==> config.mk <==
export PLATFORM = sky130hd
export DESIGN_NAME = apb_cfg_sequencer_flat
export DESIGN_NICKNAME = d
export VERILOG_FILES = /design/src/rtl/apb_cfg_sequencer_if.sv /design/src/rtl/apb_cfg_sequencer.sv /design/src/flat_wrapper.sv
export SDC_FILE = /design/constraint.sdc
export NUM_CORES = 1
export LEC_CHECK = 0
export ABC_AREA = 1
export BUFFER_PORTS_ARGS = -buffer_cell sky130_fd_sc_hd__buf_4
export CAP_MARGIN = 10
export CORE_ASPECT_RATIO = 0.75
export CORE_MARGIN = 10
export CORE_UTILIZATION = 50
export CTS_BUF_LIST = sky130_fd_sc_hd__clkbuf_4 sky130_fd_sc_hd__clkbuf_8 sky130_fd_sc_hd__clkbuf_16
export CTS_CLUSTER_DIAMETER = 100
export DETAILED_ROUTE_END_ITERATION = 10
export GPL_TIMING_DRIVEN = 0
export PLACE_DENSITY = 0.77
export SYNTH_ARGS = -nofsm -noshare
export SYNTH_HDL_FRONTEND = slang
export SYNTH_SLANG_ARGS = --single-unit
==> constraint.sdc <==
create_clock -name clk -period 12.1 [get_ports clk]
set_input_delay 1.815 -clock clk [delete_from_list [all_inputs] [get_ports clk]]
set_output_delay 1.815 -clock clk [all_outputs]
set_load 0.01 [all_outputs]
==> src/rtl/apb_cfg_sequencer_if.sv <==
// Bundles the command, response and APB signals of the config sequencer.
// The master modport is the sequencer side; slave is the environment side.
interface apb_cfg_sequencer_if #(
    parameter int ADDR_W = 8,
    parameter int DATA_W = 32,
    parameter int GAP_W  = 8,
    parameter int POLL_W = 16
);
    logic              cmd_valid;
    logic              cmd_ready;
    logic [1:0]        cmd_op;
    logic [ADDR_W-1:0] cmd_addr;
    logic [DATA_W-1:0] cmd_data;
    logic [DATA_W-1:0] cmd_expect;
    logic [POLL_W-1:0] poll_limit;
    logic [GAP_W-1:0]  poll_gap;
    logic              rsp_valid;
    logic              rsp_ready;
    logic [DATA_W-1:0] rsp_data;
    logic              rsp_err;
    logic              busy;
    logic              PSEL;
    logic              PENABLE;
    logic              PWRITE;
    logic [ADDR_W-1:0] PADDR;
    logic [DATA_W-1:0] PWDATA;
    logic [DATA_W-1:0] PRDATA;
    logic              PREADY;

    modport master (
        input  cmd_valid, cmd_op, cmd_addr, cmd_data, cmd_expect, poll_limit, poll_gap,
        input  rsp_ready, PRDATA, PREADY,
        output cmd_ready, rsp_valid, rsp_data, rsp_err, busy,
        output PSEL, PENABLE, PWRITE, PADDR, PWDATA
    );

    modport slave (
        output cmd_valid, cmd_op, cmd_addr, cmd_data, cmd_expect, poll_limit, poll_gap,
        output rsp_ready, PRDATA, PREADY,
        input  cmd_ready, rsp_valid, rsp_data, rsp_err, busy,
        input  PSEL, PENABLE, PWRITE, PADDR, PWDATA
    );
endinterface

==> src/rtl/apb_cfg_sequencer.sv <==
// APB master that drains a FIFO of write/read/poll commands in order,
// one transfer outstanding, returning one response per command.
module apb_cfg_sequencer #(
    parameter int ADDR_W = 8,
    parameter int DATA_W = 32,
    parameter int DEPTH  = 8,
    parameter int GAP_W  = 8,
    parameter int POLL_W = 16
) (
    input logic                 clk,
    input logic                 resetn,
    apb_cfg_sequencer_if.master bus
);
    localparam int PW = $clog2(DEPTH);
    localparam int CW = PW + 1;
    localparam logic [1:0] OP_WRITE = 2'b00;
    localparam logic [1:0] OP_POLL  = 2'b10;

    typedef struct packed {
        logic [1:0]        op;
        logic [ADDR_W-1:0] addr;
        logic [DATA_W-1:0] data;
        logic [DATA_W-1:0] exp_val;
    } cmd_t;

    typedef enum logic [2:0] {IDLE, SETUP, ACCESS, GAP, RESP} state_t;

    state_t            state, state_d;
    cmd_t              mem [DEPTH];
    cmd_t              cur;
    logic [PW-1:0]     wr_ptr, rd_ptr;
    logic [CW-1:0]     count;
    logic              run_q, push, pop, fifo_empty;
    logic [POLL_W-1:0] lim, cnt, cnt_nxt;
    logic [GAP_W-1:0]  gap, gap_cnt;
    logic [DATA_W-1:0] rsp_data_q;
    logic              rsp_err_q, is_write, is_poll, match, exhausted, psel;

    // cmd_ready comes from the registered count only, so a pop never frees a slot in the same cycle
    assign fifo_empty    = (count == '0);
    assign bus.cmd_ready = run_q && (count != CW'(DEPTH));
    assign push          = bus.cmd_valid && bus.cmd_ready;
    assign pop           = (state == IDLE) && !fifo_empty;

    always_ff @(posedge clk) begin
        if (push) mem[wr_ptr] <= '{op: bus.cmd_op, addr: bus.cmd_addr,
                                   data: bus.cmd_data, exp_val: bus.cmd_expect};
    end

    always_ff @(posedge clk) begin
        if (!resetn) begin
            wr_ptr <= '0;
            rd_ptr <= '0;
            count  <= '0;
            run_q  <= 1'b0;
        end else begin
            run_q <= 1'b1;
            if (push) wr_ptr <= wr_ptr + PW'(1);
            if (pop)  rd_ptr <= rd_ptr + PW'(1);
            count <= count + CW'(push) - CW'(pop);
        end
    end

    assign is_write  = (cur.op == OP_WRITE);
    assign is_poll   = (cur.op == OP_POLL);
    assign cnt_nxt   = cnt + POLL_W'(1);
    assign match     = ((bus.PRDATA ^ cur.exp_val) & cur.data) == '0;
    assign exhausted = (lim != '0) && (cnt_nxt == lim);

    always_ff @(posedge clk) begin
        if (!resetn) state <= IDLE;
        else         state <= state_d;
    end

    always_comb begin
        state_d = state;
        unique case (state)
            IDLE:    if (!fifo_empty) state_d = SETUP;
            SETUP:   state_d = ACCESS;
            ACCESS:  if (bus.PREADY) begin
                         if (is_poll && !match && !exhausted)
                             state_d = (gap == '0) ? SETUP : GAP;
                         else
                             state_d = RESP;
                     end
            GAP:     if (gap_cnt <= GAP_W'(1)) state_d = SETUP;
            RESP:    if (bus.rsp_ready) state_d = IDLE;
            default: state_d = IDLE;
        endcase
    end

    // Poll parameters are latched with the command so the source may change them mid-poll
    always_ff @(posedge clk) begin
        if (!resetn) begin
            cur        <= '0;
            lim        <= '0;
            gap        <= '0;
            cnt        <= '0;
            gap_cnt    <= '0;
            rsp_data_q <= '0;
            rsp_err_q  <= 1'b0;
        end else begin
            if (pop) begin
                cur <= mem[rd_ptr];
                lim <= bus.poll_limit;
                gap <= bus.poll_gap;
                cnt <= '0;
            end
            if (state == ACCESS && bus.PREADY) begin
                cnt        <= cnt_nxt;
                gap_cnt    <= gap;
                rsp_data_q <= is_write ? '0 : bus.PRDATA;
                rsp_err_q  <= is_poll && !match && exhausted;
            end
            if (state == GAP) gap_cnt <= gap_cnt - GAP_W'(1);
        end
    end

    assign psel        = (state == SETUP) || (state == ACCESS);
    assign bus.PSEL    = psel;
    assign bus.PENABLE = (state == ACCESS);
    assign bus.PWRITE  = psel && is_write;
    assign bus.PADDR   = psel ? cur.addr : '0;
    assign bus.PWDATA  = (psel && is_write) ? cur.data : '0;
    assign bus.rsp_valid = (state == RESP);
    assign bus.rsp_data  = rsp_data_q;
    assign bus.rsp_err   = rsp_err_q;
    assign bus.busy      = !fifo_empty || (state != IDLE);
endmodule

==> src/flat_wrapper.sv <==
// flat-port wrapper written by rule: the top's interface ports become plain ports
module apb_cfg_sequencer_flat 
#(
    parameter int ADDR_W = 8,
    parameter int DATA_W = 32,
    parameter int DEPTH  = 8,
    parameter int GAP_W  = 8,
    parameter int POLL_W = 16
)
  (clk, resetn, bus_cmd_valid, bus_cmd_op, bus_cmd_addr, bus_cmd_data, bus_cmd_expect, bus_poll_limit, bus_poll_gap, bus_rsp_ready, bus_PRDATA, bus_PREADY, bus_cmd_ready, bus_rsp_valid, bus_rsp_data, bus_rsp_err, bus_busy, bus_PSEL, bus_PENABLE, bus_PWRITE, bus_PADDR, bus_PWDATA);
  apb_cfg_sequencer_if #(.ADDR_W(ADDR_W), .DATA_W(DATA_W), .GAP_W(GAP_W), .POLL_W(POLL_W)) bus_i ();
  input logic clk;
  input logic resetn;
  input wire logic [$bits(bus_i.cmd_valid)-1:0] bus_cmd_valid;
  input wire logic [$bits(bus_i.cmd_op)-1:0] bus_cmd_op;
  input wire logic [$bits(bus_i.cmd_addr)-1:0] bus_cmd_addr;
  input wire logic [$bits(bus_i.cmd_data)-1:0] bus_cmd_data;
  input wire logic [$bits(bus_i.cmd_expect)-1:0] bus_cmd_expect;
  input wire logic [$bits(bus_i.poll_limit)-1:0] bus_poll_limit;
  input wire logic [$bits(bus_i.poll_gap)-1:0] bus_poll_gap;
  input wire logic [$bits(bus_i.rsp_ready)-1:0] bus_rsp_ready;
  input wire logic [$bits(bus_i.PRDATA)-1:0] bus_PRDATA;
  input wire logic [$bits(bus_i.PREADY)-1:0] bus_PREADY;
  output wire logic [$bits(bus_i.cmd_ready)-1:0] bus_cmd_ready;
  output wire logic [$bits(bus_i.rsp_valid)-1:0] bus_rsp_valid;
  output wire logic [$bits(bus_i.rsp_data)-1:0] bus_rsp_data;
  output wire logic [$bits(bus_i.rsp_err)-1:0] bus_rsp_err;
  output wire logic [$bits(bus_i.busy)-1:0] bus_busy;
  output wire logic [$bits(bus_i.PSEL)-1:0] bus_PSEL;
  output wire logic [$bits(bus_i.PENABLE)-1:0] bus_PENABLE;
  output wire logic [$bits(bus_i.PWRITE)-1:0] bus_PWRITE;
  output wire logic [$bits(bus_i.PADDR)-1:0] bus_PADDR;
  output wire logic [$bits(bus_i.PWDATA)-1:0] bus_PWDATA;
  assign bus_i.cmd_valid = bus_cmd_valid;
  assign bus_i.cmd_op = bus_cmd_op;
  assign bus_i.cmd_addr = bus_cmd_addr;
  assign bus_i.cmd_data = bus_cmd_data;
  assign bus_i.cmd_expect = bus_cmd_expect;
  assign bus_i.poll_limit = bus_poll_limit;
  assign bus_i.poll_gap = bus_poll_gap;
  assign bus_i.rsp_ready = bus_rsp_ready;
  assign bus_i.PRDATA = bus_PRDATA;
  assign bus_i.PREADY = bus_PREADY;
  assign bus_cmd_ready = bus_i.cmd_ready;
  assign bus_rsp_valid = bus_i.rsp_valid;
  assign bus_rsp_data = bus_i.rsp_data;
  assign bus_rsp_err = bus_i.rsp_err;
  assign bus_busy = bus_i.busy;
  assign bus_PSEL = bus_i.PSEL;
  assign bus_PENABLE = bus_i.PENABLE;
  assign bus_PWRITE = bus_i.PWRITE;
  assign bus_PADDR = bus_i.PADDR;
  assign bus_PWDATA = bus_i.PWDATA;
  apb_cfg_sequencer #(.ADDR_W(ADDR_W), .DATA_W(DATA_W), .DEPTH(DEPTH), .GAP_W(GAP_W), .POLL_W(POLL_W)) u_core (.clk(clk), .resetn(resetn), .bus(bus_i));
endmodule
==> out/qor.yml <==
clock_network:
  clk_pin_slew_ns: 0.07
  cts_resized: 0
  clock-sinks: 761
  cts_buffers: 71
  clk_latency_ns: 0.62
  cts_tree: "yes"
  cts_post_setup_buffers_inserted: 0
  htree_levels: 3
  postCtsHoldBufs: 0
  clockBufferDepth: 3
  root_buffer: "clkbuf_16"
placed_design:
  place_ws_ns: 7.308
  hpwl_um: 65710
  dpl.cell_count: 3651
  gp_congestion: 1.001
  portBuffers: 213
setup_path:
  crit_path_max_fanout: 10
  critical_path_class: "register to output pin"
  end_kind: "output pin"
  arrival_ns: 3.67
  worst_r2r_path_depth: 13
  cp_cell_sequence: "inv_1 -> nor2_1 -> nand2_1 -> nand2_1 -> clkinv_1 -> nor2_1 -> inv_1 -> clkbuf_1 -> nor2_1 -> buf_4"
  path_common_cell: "nor2_1"
  slowest_stage: "clkinv_1"
  required_ns: 10.28
  startpoint_type: "register"
  max_stage_delay_ns: 0.48
sta:
  rsz0062_at_grt: "no"
  slew_headroom: 0.3783
  hold_violations: 0
  drv_slew: 0
  period_needed_ns: 5.483
  hold_ws_ns: 0.4694
  setup_viol: 0
  min_period_over_period: 0.4531
  skew_ns: 0.02125
  tns_ns: 0
  fin_ws_ns: 6.617
  worst_slew_pin_slew_ns: 0.9303
  fmax_ghz: 0.1824
min_path:
  hp-class: "register to register"
  hold_depth: 2
yosys:
  synth_top_cell_area_share: 0.5784
  syn_avg_cell_area_um2: 11.76
  async_reset_ff_frac: 0
  synth_top_area_cell: "edfxtp_1"
  ys_types: 39
  syn_nets: 2761
  synth.area.top_cells: "edfxtp_1 (58%), dfxtp_1 (11%), o21ai_0 (6.7%), a21oi_1 (5.2%), mux2i_1 (4.8%)"
  ys_seq_elements: 761
  yosysSeqAreaShare: 0.6884
  yosys_warnings: 0
  netlist_instances: 2614
  synthFlopType: "edfxtp_1"
  netlist_area_mm2: 0.03074
  synth-edff-count: 592
pwr:
  power.density_mw_per_mm2: 213.1
  vdd_ir_drop_max_v: 0.0001374
  p_leak_nw: 13.06
grt:
  met1_usage: 0.3364
  grt_first_pass_wirelength_um: 137000
  antenna_found_initial: 13
  track_usage: 0.2519
  met3_usage: 0.1067
  grt_max_degree: 26
  grt_most_used_layer: "met2"
  grt_pass1_vias: 21980
  overflow: 0
  use_met2: 0.3683
run_status:
  outcome: "completed"
route:
  ant_nets: 0
  drtIter0Drc: 3173
  drtPass1Iterations: 6
  via_count: 22890
  routedWlPerCell_um: 25.07
  via_per_inst: 6.045
  drcViolationCount: 0
  wirelength_um: 94940
final_layout:
  drive_gt1_frac: 0.1416
  nets: 3071
  final-instance-count-excl-fill: 3787
  layout_commonest_cell: "edfxtp_1"
  area_growth_pct: 18.17
  fin_util: 0.5984
  layout_common_cells: "edfxtp_1 (592), o21ai_0 (414), a21oi_1 (317)"
die:
  initial_core_util: 0.5063
  rows: 78
  die_height_um: 234.7
  die-area_mm2: 0.07189
  fp.coreArea_mm2: 0.06070
  fp.dieW_um: 306.3
  io_pins: 214
run:
  drv_cap: 0
-- kinds of logic (layout without fill, tap and decap cells) --
kind of cell    count (synthesis)  in the layout  synth area share
buf+inv                       416            782           0.05198
mux                           148            148           0.04820
xor+xnor                       14             14          0.003989
flops                         761            761            0.6884
simple gates                  440            440           0.06098
compound gates                823            823            0.1413
fa+ha+maj                      12             12          0.005129
other cells                     0              7                 0
-- flip-flops by register name, summed over array words and instances (netlist names) --
signal               count
u_core.lim              16
u_core.rd_ptr            3
u_core.cur              74
u_core.wr_ptr            3
u_core.bus.rsp_data     32
u_core.mem             592
u_core.count             4
u_core.cnt              16
u_core.run_q             1
u_core.bus.rsp_err       1
u_core.state             3
u_core.gap               8
u_core.gap_cnt           8
-- worst max-delay path, delay by kind of cell (launching register included) --
kind	cells	cell delay, ns
flops	1	0.38
buf+inv	5	1.51
simple gates	5	1.14
-- power breakdown --
| group | internal [mW] | switching, mW | leakage, nW |
|---|---|---|---|
| clock | 1.33 | 0.953 | 1.21 |
| sequential | 3.01 | 0.167 | 6.73 |
| combinational | 0.669 | 1.61 | 5.11 |
-- stage by stage --
step / power (mW) / instance area [um2]
floorplan: 4.471 / 30740
global placement: 5.313 / 33340
detailed placement: 5.400 / 33900
CTS: 7.657 / 36300
global route: 8.018 / 36310
finish: 7.740 / 36320
-- layer usage --
| metal | vias up | share of wire | wire, um |
|---|---|---|---|
| li1 | 9965 | - | - |
| met1 | 11060 | 0.39 | 36560 |
| met2 | 1604 | 0.43 | 40790 |
| met3 | 241 | 0.16 | 14890 |
| met4 | 22 | 0.027 | 2589 |
| met5 | - | 0.0013 | 119 |
-- cell type report --
type | instances | area (um2)
tap | 800 | 1001
sequential | 761 | 21160
timing repair buffer | 237 | 2102
inverter | 263 | 987.2
fill | 4614 | 24380
multi-input combinational | 1437 | 8039
clock inverter | 16 | 157.7
clock buffer | 113 | 2247
antenna | 7 | 17.52
buffer | 153 | 610.6
-- Yosys cell counts, types with 4 or more instances --
| master | count |
|---|---|
| edfxtp_1 | 592 |
| o21ai_0 | 414 |
| a21oi_1 | 317 |
| inv_1 | 259 |
| nand2_1 | 194 |
| dfxtp_1 | 169 |
| mux2i_1 | 148 |
| nor2_1 | 123 |
| clkbuf_1 | 112 |
| nand3_1 | 79 |
| o211ai_1 | 76 |
| buf_2 | 29 |
| buf_1 | 12 |
| ha_1 | 11 |
| nand4_1 | 11 |
| nor3_1 | 10 |
| xor2_1 | 10 |
| nand2_2 | 5 |
| nor2_2 | 5 |
| o21ai_1 | 5 |
| nor2_4 | 4 |
| xnor2_1 | 4 |
-- final timing paths --
kind | end | startpoint | slack [ns]
setup / recovery | bus_PWDATA[22] | u_core.state[1] | 6.62
setup reg to reg | u_core.count[3] | u_core.state[0] | 8.46
hold reg to reg | u_core.bus.rsp_data[3] | u_core.bus.rsp_data[3] | 0.47
hold / removal | u_core.bus.rsp_data[3] | u_core.bus.rsp_data[3] | 0.47
(Power assumes the default switching activity.)
